### src/rtl/apb_vgachargen_bridge.sv
`default_nettype none
// ==== apb_vgachargen_bridge: APB4 completer onto the vgachargen sys-side memories ====
// ==== Rev 1.0 - initial release                                                      ====
module apb_vgachargen_bridge #(
  parameter int CH_MAP_ADDR_WIDTH  = 12,
  parameter int CH_MAP_DATA_WIDTH  = 8,
  parameter int COL_MAP_ADDR_WIDTH = 12,
  parameter int CH_T_ADDR_WIDTH    = 7,
  parameter int CH_T_DATA_WIDTH    = 128
) (
  input  logic                          sys_clk_i,
  input  logic                          sys_arstn_i,
  input  logic                          psel_i,
  input  logic                          penable_i,
  input  logic                          pwrite_i,
  input  logic [31:0]                   paddr_i,
  input  logic [31:0]                   pwdata_i,
  input  logic [3:0]                    pstrb_i,
  output logic [31:0]                   prdata_o,
  output logic                          pready_o,
  output logic                          pslverr_o,
  output logic [CH_MAP_ADDR_WIDTH-1:0]  sys_ch_map_addr_o,
  output logic [CH_MAP_DATA_WIDTH-1:0]  sys_ch_map_data_o,
  output logic                          sys_ch_map_wen_o,
  input  logic [CH_MAP_DATA_WIDTH-1:0]  sys_ch_map_data_i,
  output logic [COL_MAP_ADDR_WIDTH-1:0] sys_col_map_addr_o,
  output logic [7:0]                    sys_col_map_data_o,
  output logic                          sys_col_map_wen_o,
  input  logic [7:0]                    sys_col_map_data_i,
  output logic [CH_T_ADDR_WIDTH-1:0]    sys_ch_t_rw_addr_o,
  output logic [CH_T_DATA_WIDTH-1:0]    sys_ch_t_rw_data_o,
  output logic                          sys_ch_t_rw_wen_o,
  input  logic [CH_T_DATA_WIDTH-1:0]    sys_ch_t_rw_data_i
);

  localparam logic [2:0] IDLE     = 3'd0;
  localparam logic [2:0] ACC_MW   = 3'd1;
  localparam logic [2:0] RD_WAIT  = 3'd2;
  localparam logic [2:0] RD_DONE  = 3'd3;
  localparam logic [2:0] RMW_WAIT = 3'd4;
  localparam logic [2:0] RMW_WR   = 3'd5;
  localparam logic [2:0] ERR      = 3'd6;

  localparam logic [13:0] MAP_DEPTH = 14'd2400;

  logic [2:0]                   state;
  logic [1:0]                   region_q;
  logic [1:0]                   lane_q;
  logic [3:0]                   strb_q;
  logic [31:0]                  wdata_q;
  logic                         map_wen_q;
  logic [CH_MAP_ADDR_WIDTH-1:0] ch_map_addr;
  logic [CH_MAP_DATA_WIDTH-1:0] ch_map_data;
  logic [COL_MAP_ADDR_WIDTH-1:0] col_map_addr;
  logic [7:0]                   col_map_data;
  logic [CH_T_ADDR_WIDTH-1:0]   ch_t_addr;
  logic [CH_T_DATA_WIDTH-1:0]   ch_t_data;

  logic                         setup;
  logic [1:0]                   region;
  logic [13:0]                  map_idx;
  logic                         dec_err;
  logic [CH_T_DATA_WIDTH-1:0]   merged;
  logic                         unused_ok;

  assign unused_ok = ^paddr_i[1:0];

  assign setup   = (state == IDLE) && psel_i && !penable_i;
  assign region  = paddr_i[17:16];
  assign map_idx = paddr_i[15:2];
  assign dec_err = (|paddr_i[31:18]) || (region == 2'b11) ||
                   (!region[1] && (map_idx >= MAP_DEPTH)) ||
                   ((region == 2'b10) && (|paddr_i[15:11]));

  // Glyph row arrives from the memory one cycle after its address, so the merge is combinational.
  always_comb begin
    merged = sys_ch_t_rw_data_i;
    for (int k = 0; k < 4; k++) begin
      if (strb_q[k]) begin
        merged[{lane_q, 2'(k), 3'b000} +: 8] = wdata_q[k*8 +: 8];
      end
    end
  end

  always_ff @(posedge sys_clk_i or negedge sys_arstn_i) begin
    if (!sys_arstn_i) begin
      state        <= IDLE;
      region_q     <= 2'b00;
      lane_q       <= 2'b00;
      strb_q       <= 4'b0000;
      wdata_q      <= 32'd0;
      map_wen_q    <= 1'b0;
      ch_map_addr  <= '0;
      ch_map_data  <= '0;
      col_map_addr <= '0;
      col_map_data <= '0;
      ch_t_addr    <= '0;
      ch_t_data    <= '0;
    end else begin
      case (state)
        IDLE: begin
          if (setup) begin
            region_q  <= region;
            lane_q    <= paddr_i[3:2];
            strb_q    <= pstrb_i;
            wdata_q   <= pwdata_i;
            map_wen_q <= pstrb_i[0];
            if (dec_err) begin
              state <= ERR;
            end else begin
              case (region)
                2'b00: begin
                  ch_map_addr <= paddr_i[CH_MAP_ADDR_WIDTH+1:2];
                  if (pwrite_i) ch_map_data <= pwdata_i[CH_MAP_DATA_WIDTH-1:0];
                end
                2'b01: begin
                  col_map_addr <= paddr_i[COL_MAP_ADDR_WIDTH+1:2];
                  if (pwrite_i) col_map_data <= pwdata_i[7:0];
                end
                default: ch_t_addr <= paddr_i[CH_T_ADDR_WIDTH+3:4];
              endcase
              if (!pwrite_i)               state <= RD_WAIT;
              else if (region == 2'b10)    state <= RMW_WAIT;
              else                         state <= ACC_MW;
            end
          end
        end
        default: begin
          if (!psel_i) begin
            state <= IDLE;
          end else begin
            case (state)
              RD_WAIT:  state <= RD_DONE;
              RMW_WAIT: state <= RMW_WAIT + 3'd1;
              RMW_WR: begin
                ch_t_data <= merged;
                state     <= IDLE;
              end
              default:  state <= IDLE;
            endcase
          end
        end
      endcase
    end
  end

  assign sys_ch_map_addr_o  = ch_map_addr;
  assign sys_ch_map_data_o  = ch_map_data;
  assign sys_col_map_addr_o = col_map_addr;
  assign sys_col_map_data_o = col_map_data;
  assign sys_ch_t_rw_addr_o = ch_t_addr;
  assign sys_ch_t_rw_data_o = (state == RMW_WR) ? merged : ch_t_data;

  // Strobes decode from state so an asynchronous reset removes them immediately.
  assign sys_ch_map_wen_o  = psel_i && (state == ACC_MW) && (region_q == 2'b00) && map_wen_q;
  assign sys_col_map_wen_o = psel_i && (state == ACC_MW) && (region_q == 2'b01) && map_wen_q;
  assign sys_ch_t_rw_wen_o = psel_i && (state == RMW_WR);

  assign pready_o  = psel_i && ((state == ACC_MW) || (state == RD_DONE) ||
                                (state == RMW_WR) || (state == ERR));
  assign pslverr_o = psel_i && (state == ERR);

  always_comb begin
    prdata_o = 32'd0;
    if (psel_i && (state == RD_DONE)) begin
      case (region_q)
        2'b00:   prdata_o = 32'(sys_ch_map_data_i);
        2'b01:   prdata_o = 32'(sys_col_map_data_i);
        default: prdata_o = sys_ch_t_rw_data_i[{lane_q, 5'b00000} +: 32];
      endcase
    end
  end

endmodule
`default_nettype wire

### config.mk
export PLATFORM = sky130hd
export DESIGN_NAME = apb_vgachargen_bridge
export DESIGN_NICKNAME = d
export VERILOG_FILES = /design/src/rtl/apb_vgachargen_bridge.sv
export SDC_FILE = /design/constraint.sdc
export NUM_CORES = 1
export LEC_CHECK = 0
export BUFFER_PORTS_ARGS = -buffer_cell sky130_fd_sc_hd__buf_2
export CAP_MARGIN = 40
export CORE_MARGIN = 5
export CORE_UTILIZATION = 26
export DETAILED_ROUTE_END_ITERATION = 7
export PLACE_DENSITY_LB_ADDON = 0.05
export SLEW_MARGIN = 0
export SYNTH_ARGS = -nofsm -noshare
export SYNTH_HDL_FRONTEND = slang
export SYNTH_SLANG_ARGS = --single-unit
### constraint.sdc
create_clock -name sys_clk_i -period 4.8 [get_ports sys_clk_i]
set_clock_uncertainty 0.05 [all_clocks]
set_input_delay 0.96 -clock sys_clk_i [delete_from_list [all_inputs] [get_ports sys_clk_i]]
set_output_delay 0.96 -clock sys_clk_i [all_outputs]
set_load 0.005 [all_outputs]
==> flow_summary_export.csv <==
group,metric,value,unit
setup_path,cp-end-kind,"output pin",
clock_network,post_cts_buffers,0,
setup_path,slowest_delay,0.59,ns
run_status,run_status,"complete, no violations",
synthesis,ys_seq_area_share,46.3,%
synthesis,async_reset_ff_share,100,%
clock_network,cts_tree,"yes",
setup_path,worst-setup-path-type,"register to output pin",
synthesis,synth_edf_count,0,
sta,setup_viol,0,
hold_path,holdCritPathClass,"input port to asynchronous set/reset pin",
clock_network,ctsResizeCount,0,
sta,fmax,230,MHz
synthesis,synthFlopType,"dfrtp_1",
synthesis,syn-num-nets,1422,
sta,relSlewSlack,31.7,%
sta,finalCritPeriodShare,90.6,%
synthesis,synthTopCellsByArea,"dfrtp_1 (46%), mux2_2 (10%), o21ai_0 (8.9%), nand2_1 (7.3%), a22oi_1 (6.6%)",
global_route,grt_pass1_vias,10900,
power,ir_worst_vdd,0.221,mV
sta,tightest_slew,1.02,ns
route,ant_nets,0,
clock_network,cts_num_sinks,218,
placed_design,io_buffers,426,
clock_network,clockRootBuffer,"clkbuf_16",
sta,period_minus_slack,4.35,ns
synthesis,synth_area,11800,sq um
setup_path,crit_path_cell_trace,"buf_4 -> ha_1 -> nand2_1 -> nor4_1 -> buf_4 -> a22oi_1 -> o21ai_0 -> buf_2",
floorplanning,rows,78,
clock_network,path_clk_slew,0.06,ns
placed_design,dp_hpwl,35500,um
route,wl_per_cell,21.6,um
synthesis,synth_cells,1200,
sta,fin_tns_setup,0,ns
setup_path,crit_fanout,42,
global_route,gr-total-overflow,0,
route,wirelength,48000,um
layout,area_growth,31.7,%
setup_path,critPathBufInv,3,
synthesis,synth_cell_type_count,45,
setup_path,crit_family,"buffers and inverters",
floorplanning,die_area,49700,sq um
sta,hold_viol,0,
synthesis,synth_top_area_share,46.3,%
global_route,grt_antenna_before_repair,13,
clock_network,cts_hold_repair.buffers,0,
setup_path,slowest_stage,"buf_4",
power,leakage,0.00773,uW
route,drcViolationCount,0,
setup_path,cp-start-kind,"register",
clock_network,insertion_delay,0.55,ns
global_route,grt_pass1_wl,72000,um
setup_path,crit_arrival,3.34,ns
layout,layout.cells.non_filler,2225,
setup_path,cp.required,3.79,ns
job,maxCapViolations,0,
global_route,grt_max_degree,209,
synthesis,syn_area_per_cell,9.81,sq um
clock_network,cts_buffer_depth,3,
sta,rsz0062_at_grt,"false",
route,via_count,10800,
floorplanning,fp.dieW,223,um
layout,nets,1818,
power,powerDensity,488,nW/um^2
floorplanning,start_util,26.1,%
floorplanning,ios,429,
clock_network,cts_buffers,28,
placed_design,globalplace.congestion,0.852,
sta,slew_violations,0,
layout,layout-drive-gt1-share,40.1,%
setup_path,path_common_cell,"buf_4",
route,drtIter0Drc,812,
global_route,track_usage,18.6,%
route,via_per_inst,4.86,
clock_network,cts_htree_levels,1,
synthesis,yosys_register_bits,218,
floorplanning,core-area,45100,sq um
layout,final_util,34.4,%
synthesis,yosysTopAreaCell,"dfrtp_1",
floorplanning,fp.dieH,223,um
synthesis,synth-warning-count,0,
route,drt_pass1_iterations,5,
placed_design,place_inst,2166,
==> cell usage after synthesis (3+ instances only) <==
| master | count |
|---|---|
| a22oi_1 | 104 |
| nor4_1 | 7 |
| a21oi_1 | 9 |
| nand4_1 | 3 |
| a221oi_1 | 24 |
| a31oi_1 | 3 |
| nand2_1 | 229 |
| mux2_2 | 109 |
| nor2b_1 | 26 |
| clkbuf_1 | 65 |
| buf_1 | 14 |
| and3b_1 | 3 |
| ha_1 | 5 |
| nand2b_1 | 3 |
| mux2i_1 | 8 |
| and4_1 | 4 |
| dfrtp_1 | 218 |
| nor2_1 | 71 |
| o21ai_0 | 210 |
| buf_2 | 6 |
| mux4_2 | 32 |
| and2_1 | 10 |
| inv_1 | 8 |
==> sequential cells by signal (all words and copies together), names as in the netlist <==
register	flops
sys_ch_map_addr_o	12
sys_ch_map_data_o	8
sys_col_map_addr_o	12
sys_col_map_data_o	8
ch_t_data	128
sys_ch_t_rw_addr_o	7
region_q	2
strb_q	4
lane_q	2
wdata_q	32
state	3
==> worst register-to-register path, delay by kind of cell (launching register included) <==
family	cells	cell delay (ns)
mux	1	0.27
buf+inv	1	0.59
fa+ha+maj	1	0.56
compound gates	1	0.49
simple gates	2	0.47
flops	1	0.36
==> power breakdown <==
group	switching (uW)	internal, uW
clock network	834	1220
logic	1480	1200
registers	431	2400
==> per-stage QoR <==
| step | instance area (sq um) | setup WS (ns) | total power (uW) | hold slack, ns |
|---|---|---|---|---|
| global route | 15500 | 0.140 | 8150 | 0.450 |
| detailed placement | 14600 | 0.911 | 5610 | 0.420 |
| floorplan | 11800 | 0.891 | 4290 | 0.400 |
| finish | 15500 | 0.452 | 7560 | 0.401 |
| global placement | 14600 | 0.925 | 5580 | 0.411 |
| CTS | 15500 | 0.317 | 7740 | 0.433 |
==> layer usage <==
metal | global-route usage, % | wire length, um | vias up
met4 | 3.79 | 952 | 6
li1 | - | - | 5161
met1 | 24.6 | 20500 | 5220
met3 | 5.80 | 3930 | 61
met2 | 30.4 | 22600 | 363
met5 | 0 | 33 | -
==> kinds of logic (layout without fill, tap and decap cells) <==
group,count (synthesis),after routing,share of synthesized area (%)
xor+xnor,2,2,0.149
compound gates,355,355,18.2
buf+inv,97,512,3.33
mux,150,150,17.3
flops,218,218,46.3
fa+ha+maj,5,5,0.531
other cells,0,10,0
simple gates,373,373,14.1
==> cell usage in the layout, fill, tap and decap left out, types with 2 or more instances in the layout <==
cell         n
nand3_1      2
a21o_1       2
clkinv_2     5
a211o_1      2
buf_12       4
o21ai_0    210
and3b_1      3
nand2_1    228
a31oi_1      3
mux4_2      32
a21oi_1      9
ha_1         5
dfrtp_1    216
dfrtp_2      2
buf_6        2
clkbuf_8     4
buf_2      425
clkbuf_16   29
nand2b_1     3
nor3_1       2
xnor2_1      2
nand4_1      3
buf_8        2
nor4_1       7
mux2i_1      8
mux2_2     109
and3_1       2
diode_2     10
clkbuf_1     9
and2_1      10
nor2b_1     26
inv_1        8
nor2_1      71
and4_1       4
a221oi_1    24
a22oi_1    104
buf_4       22
==> cell type report <==
type	count	area (sq um)
clock buffer	42	815
antenna	10	25.0
timing repair buffer	455	2420
clock inverter	7	66.3
sequential	218	5460
inverter	8	30.0
tap	600	751
fill	4746	29600
multi-input combinational	885	5940
==> worst paths after layout <==
| check | to | from | slack (ns) | cells past startpoint |
|---|---|---|---|---|
| max | sys_ch_t_rw_data_o[101] | lane_q[0]$_DFFE_PN0P_ | 0.45 | 8 |
| min | ch_t_data[13]$_DFFE_PN0P_ | sys_arstn_i | 0.40 | 1 |
| max reg2reg | ch_t_data[110]$_DFFE_PN0P_ | lane_q[0]$_DFFE_PN0P_ | 1.89 | 6 |
| min reg2reg | ch_t_data[11]$_DFFE_PN0P_ | ch_t_data[11]$_DFFE_PN0P_ | 0.43 | 2 |
| max in group asynchronous | sys_ch_map_addr_o[6]$_DFFE_PN0P_ | sys_arstn_i | 3.28 | 2 |
| min in group sys_clk_i | ch_t_data[11]$_DFFE_PN0P_ | ch_t_data[11]$_DFFE_PN0P_ | 0.43 | 2 |
No activity file was read; power rests on OpenSTA's default activity.
